===== config.mk =====
export PLATFORM = sky130hd
export DESIGN_NAME = c4_tx
export DESIGN_NICKNAME = d
export VERILOG_FILES = /design/src/rtl/c4_tx.sv
export SDC_FILE = /design/constraint.sdc
export NUM_CORES = 1
export LEC_CHECK = 0
export ABC_AREA = 1
export BUFFER_PORTS_ARGS = -buffer_cell sky130_fd_sc_hd__clkbuf_2
export CAP_MARGIN = 20
export CORE_MARGIN = 2
export CORE_UTILIZATION = 55
export DETAILED_ROUTE_END_ITERATION = 12
export GPL_TIMING_DRIVEN = 0
export MAX_ROUTING_LAYER = met4
export PLACE_DENSITY = 0.73
export SYNTH_ARGS = -nofsm -noshare
export SYNTH_HDL_FRONTEND = slang
export SYNTH_SLANG_ARGS = --single-unit

===== constraint.sdc =====
create_clock -name n_clk -period 1.5 [get_ports n_clk]
set_clock_uncertainty 0.05 [all_clocks]
set_input_delay 0.15 -clock n_clk [delete_from_list [all_inputs] [get_ports n_clk]]
set_output_delay 0.15 -clock n_clk [all_outputs]
set_load 0.01 [all_outputs]

===== src/rtl/c4_tx.sv =====
// c4_tx -- buffered serial frame transmitter.
//
// Each accepted word goes out as a frame: a start bit (0), WIDTH data bits
// MSB first, an optional even-parity bit, and a stop bit (1). A one-word
// holding buffer lets the source load the next word while the current one
// is shifting, so consecutive frames follow each other with no idle gap.
// All state changes on the falling edge of n_clk.
//
// Parameters:
//   WIDTH      data bits per frame
//   PARITY_EN  1 = append an even-parity bit, 0 = no parity bit
//
// Ports:
//   n_clk  in   clock, falling-edge active
//   rst    in   asynchronous reset, active low
//   valid  in   din holds a word to send
//   din    in   parallel data word
//   ready  out  holding buffer empty; the word is taken on an edge with valid & ready
//   sdo    out  serial data, idle high
//   m      out  frame qualifier, high from the start bit through the stop bit
//   busy   out  FSM is not in IDLE
//   done   out  one-cycle pulse that coincides with the stop bit
module c4_tx #(
  parameter int WIDTH     = 8,
  parameter int PARITY_EN = 1
) (
  input  logic             n_clk,
  input  logic             rst,
  input  logic             valid,
  input  logic [WIDTH-1:0] din,
  output logic             ready,
  output logic             sdo,
  output logic             m,
  output logic             busy,
  output logic             done
);

  localparam int CW = (WIDTH > 1) ? $clog2(WIDTH) : 1;

  typedef enum logic [2:0] {IDLE, START, DATA, PAR, STOP} state_t;

  state_t           state, state_nxt;
  logic [CW-1:0]    cnt, cnt_nxt;
  logic [WIDTH-1:0] buf_data;
  logic [WIDTH-1:0] shreg;
  logic             par;
  logic             accept, reload;
  logic             sdo_nxt, m_nxt, done_nxt;

  // The serial outputs are registered from the current state, so a frame
  // appears on sdo one cycle after the FSM enters START.
  always_comb begin
    accept    = valid & ready;
    reload    = ~ready & ((state == IDLE) || (state == STOP));
    state_nxt = state;
    cnt_nxt   = cnt;
    sdo_nxt   = 1'b1;
    m_nxt     = 1'b0;
    done_nxt  = 1'b0;
    case (state)
      IDLE: begin
        if (reload) state_nxt = START;
      end
      START: begin
        sdo_nxt   = 1'b0;
        m_nxt     = 1'b1;
        cnt_nxt   = '0;
        state_nxt = DATA;
      end
      DATA: begin
        sdo_nxt = shreg[WIDTH-1];
        m_nxt   = 1'b1;
        if (cnt == CW'(WIDTH - 1)) begin
          cnt_nxt   = '0;
          state_nxt = (PARITY_EN != 0) ? PAR : STOP;
        end else begin
          cnt_nxt = cnt + CW'(1);
        end
      end
      PAR: begin
        sdo_nxt   = par;
        m_nxt     = 1'b1;
        state_nxt = STOP;
      end
      STOP: begin
        sdo_nxt   = 1'b1;
        m_nxt     = 1'b1;
        done_nxt  = 1'b1;
        // A waiting word starts immediately so back-to-back frames touch.
        state_nxt = reload ? START : IDLE;
      end
      default: state_nxt = IDLE;
    endcase
  end

  // Control state and registered outputs
  always_ff @(negedge n_clk or negedge rst) begin
    if (!rst) begin
      state <= IDLE;
      cnt   <= '0;
      ready <= 1'b1;
      sdo   <= 1'b1;
      m     <= 1'b0;
      busy  <= 1'b0;
      done  <= 1'b0;
    end else begin
      state <= state_nxt;
      cnt   <= cnt_nxt;
      // accept needs an empty buffer and reload a full one, so they never coincide
      if (accept)      ready <= 1'b0;
      else if (reload) ready <= 1'b1;
      sdo   <= sdo_nxt;
      m     <= m_nxt;
      busy  <= (state_nxt != IDLE);
      done  <= done_nxt;
    end
  end

  // Datapath: holding buffer, shift register and parity of the loaded word
  always_ff @(negedge n_clk) begin
    if (accept) buf_data <= din;
    if (reload) begin
      shreg <= buf_data;
      par   <= ^buf_data;
    end else if (state == DATA) begin
      shreg <= shreg << 1;
    end
  end

endmodule


# Yosys cells after proc, flatten, opt, wreduce, memory -nomap -nowiden
# Cells that the tools add are included.
# word_totals
register_bits	28
# op_classes
add_sub_neg	1
eq_ne	5
mux	13
n_bitwise	3
n_reduce_logical	8
# ops
cell	count
2-to-1 mux 8 bit	2
one-hot mux 3 bit (5 select lines)	1
2-to-1 mux 3 bit	3
parity 8 bit	1
== test 3 x 2 -> 1 bit, second input constant	2
== test 3 bit, second input constant	2
one-hot mux 3 bit (2 select lines)	1
nonzero test 2 bit	3
2-to-1 mux 1 bit	5
OR reduction 4 bit	1
adder 3 x 1 -> 3 bit, second input constant	1
== test 3 x 1 -> 1 bit, second input constant	1
logical NOT 3 bit	1
one-hot mux 1 bit (3 select lines)	1
nonzero test 3 bit	1
bitwise AND 1 bit	2
logical OR 1 bit	1
inverter 1 bit	1

# Depth between registers and ports, before layout
# depth
word_depth	6
ltp_mapped	8

==> results.md <==
- Worst flop-to-flop path startpoint: ready
- Failing checks: setup timing
- Synth warnings: 0
- DR iter-0 viols: 14
- Startpoint types: flop
- Post-route DRC: 0
- Initial antenna violation count: 0
- CTS tree: yes
- Setup TNS: -1.74 ns
- Reg2Reg Setup Slack: 0.07 ns
- Row Count: 17
- PD cells: 2010 nW/um^2
- Ratio of cells with drive above 1 in the final layout: 21.0%
- Ys async rst share: 39.3%
- Slew Viols, Final: 0
- Status: complete, but fails checks
- Worst-Skew Late Latency: 0.38 ns
- Final ANT Viol Nets: 0
- Power, Total: 2.97 mW
- CP max FO: 2
- Synth Flop Type: edfxtp_1
- Port Buffers: 15
- CP required: 1.30 ns
- Drt pass-1 iters: 4
- Die Y: 51.6 um
- Cell count after synthesis: 124
- HPWL after DPL: 1480 um
- Diodes inserted: 0
- Die width: 51.6 um
- Syn_area_per_cell: 10.0 um^2
- Seq cells post-synth: 28
- Largest cells by area after synthesis: edfxtp_1 41%, dfrtn_1 18%, nand2_1 13%
- Leading area contributor after synthesis: edfxtp_1
- Most frequent cell after synthesis: nand2_1
- Initial Util: 57.3%
- CP max stage delay: 0.53 ns
- WP buf/inv: 1
- Cell Count Post-Placement: 167
- Via count: 874
- Fillers: 170
- Reg clk slew, reported paths: 0.10 ns
- CP delay by family, top: flip-flops
- Post-synth EDFFs: 17
- Unrepaired setup endpoints after global routing: true
- Cell Area, Placed: 1350 um^2
- Slowest-stage cell, CP: dfstp_2
- Most frequent cells after synthesis: 43 x nand2_1, 24 x inv_1, 17 x edfxtp_1
- WL final: 1960 um
- Vias in the first global route: 907
- Synth Net Count: 137
- Hold slack: 0.261 ns
- Max Cap Viol: 0
- Worst-Margin Slew: 0.297 ns
- Final setup viols: 5
- Slew HR: 80.1%
- NumNets Final: 176
- # IOs: 16
- Synth top area share: 41.0%
- Core ar.: 2170 um^2
- Die ar.: 2660 um^2
- Crit Path Class: flop to primary output
- R2r worst-path depth: 5
- Max VDD drop: 1.22 mV
- Synth unique cells: 17
- GR Overflow Total: 0
- Post-route cell area: 1480 um^2
- Final GP Congestion: 0.781
- Clock sink count: 28
- Root buf cell: clkbuf_4
- RR Endpoint: shreg[2]
- H-Tree Depth: 1
- First-pass GRT wire length: 3460 um
- Sequential cell area fraction in the yosys report: 63.4%
- Crit path arrival time: 1.75 ns
- Via/cell ratio: 4.60
- Final non-filler cell total: 190
- Crit-path cells: buf_6
- Crit path capture type: primary output
- Largest net degree at the start of global routing: 16
- Routed len/inst: 10.3 um
- Fin. Hold Viols: 0
- CTS Buf Count: 3
- Area Overhead vs Synth: 18.9%
- Fin worst setup slack: -0.454 ns
- Mapped Area: 1240 um^2
- HP Class: input port to async pin
- GRT Util Overall: 18.2%
- P_leak: 0.810 nW
- Clk buf depth: 2
[registers in the layout, summed over array words and instances (netlist names)]
register,cells
buf_data,8
shreg,8
cnt,3
state,3
busy,1
done,1
m,1
par,1
ready,1
sdo,1
[metrics by stage]
stage                     util [%]  worst slack [ns]
after floorplan                  -            0.0113
after global placement        62.4            -0.159
after detailed placement      62.4            -0.160
after CTS                     67.6            -0.481
after global routing          68.2            -0.493
final                         68.2            -0.454
[power by group]
| part | switching [mW] | internal (mW) | leakage [nW] |
|---|---|---|---|
| registers | 0.127 | 1.25 | 0.298 |
| clock network | 0.340 | 0.167 | 0.115 |
| logic | 0.681 | 0.406 | 0.397 |
| total | 1.15 | 1.82 | 0.810 |
[area by class of cell]
class / instances / area (um^2) / area share, %
clock buffers: 3 / 22.5 / 1.52
repair buffers: 16 / 95.1 / 6.43
multi-input cells: 71 / 362 / 24.5
flip-flops and latches: 28 / 788 / 53.3
plain buffers: 1 / 11.3 / 0.761
inverters: 23 / 86.3 / 5.84
well taps: 28 / 35.0 / 2.37
clock inverters: 20 / 78.8 / 5.33
[repair_timing]
| action | in CTS | in global routing |
|---|---|---|
| gates resized for setup | 2 | 7 |
| setup buffers | 1 | 0 |
| hold buffers | 0 | 0 |
| endpoints found under the setup margin | 13 | 5 |
[routing by layer]
metal | part of all wire, % | GRT usage, % | vias to the layer above
li1 | - | - | 462
met2 | 55 | 33.3 | 18
met5 | 0 | - | -
met4 | 1.2 | 6.58 | 0
met1 | 39 | 17.5 | 390
met3 | 4.9 | 6.61 | 4
[kinds of logic after synthesis]
logic type | share of synthesized area, %
AND/OR/NAND/NOR | 18.7
flip-flops | 63.4
AO/OA/AOI/OAI | 7.04
XOR/XNOR | 0.704
adder cells (fa/ha/maj) | 2.01
buffers and inverters | 8.15
[how the worst max path moves through the flow]
stage | start | endpoint | slack [ns] | cells after the start
global placement | valid | buf_data[2] | -0.16 | 3
global route | sdo | sdo | -0.49 | 1
detailed placement | valid | buf_data[3] | -0.16 | 3
CTS | ready | ready | -0.48 | 1
finish | ready | ready | -0.45 | 1
floorplan | valid | buf_data[0] | 0.01 | 2
[layout by cell type, fill, tap and decap left out]
cell        instances
nand2_1            42
nand3_1             2
clkbuf_2           10
dfrtn_1             9
edfxtp_1           17
ha_1                2
buf_2               3
nor3_1              1
o31ai_1             1
o21ai_0             2
nor2_2              1
clkbuf_4            3
buf_6               3
or2_1               2
inv_1              42
o21ai_2             8
xnor2_1             1
dfstp_2             2
nor2_1              7
nand2_4             2
buf_4               1
clkinvlp_4          1
Note: power is estimated with default switching activity, not from simulation.
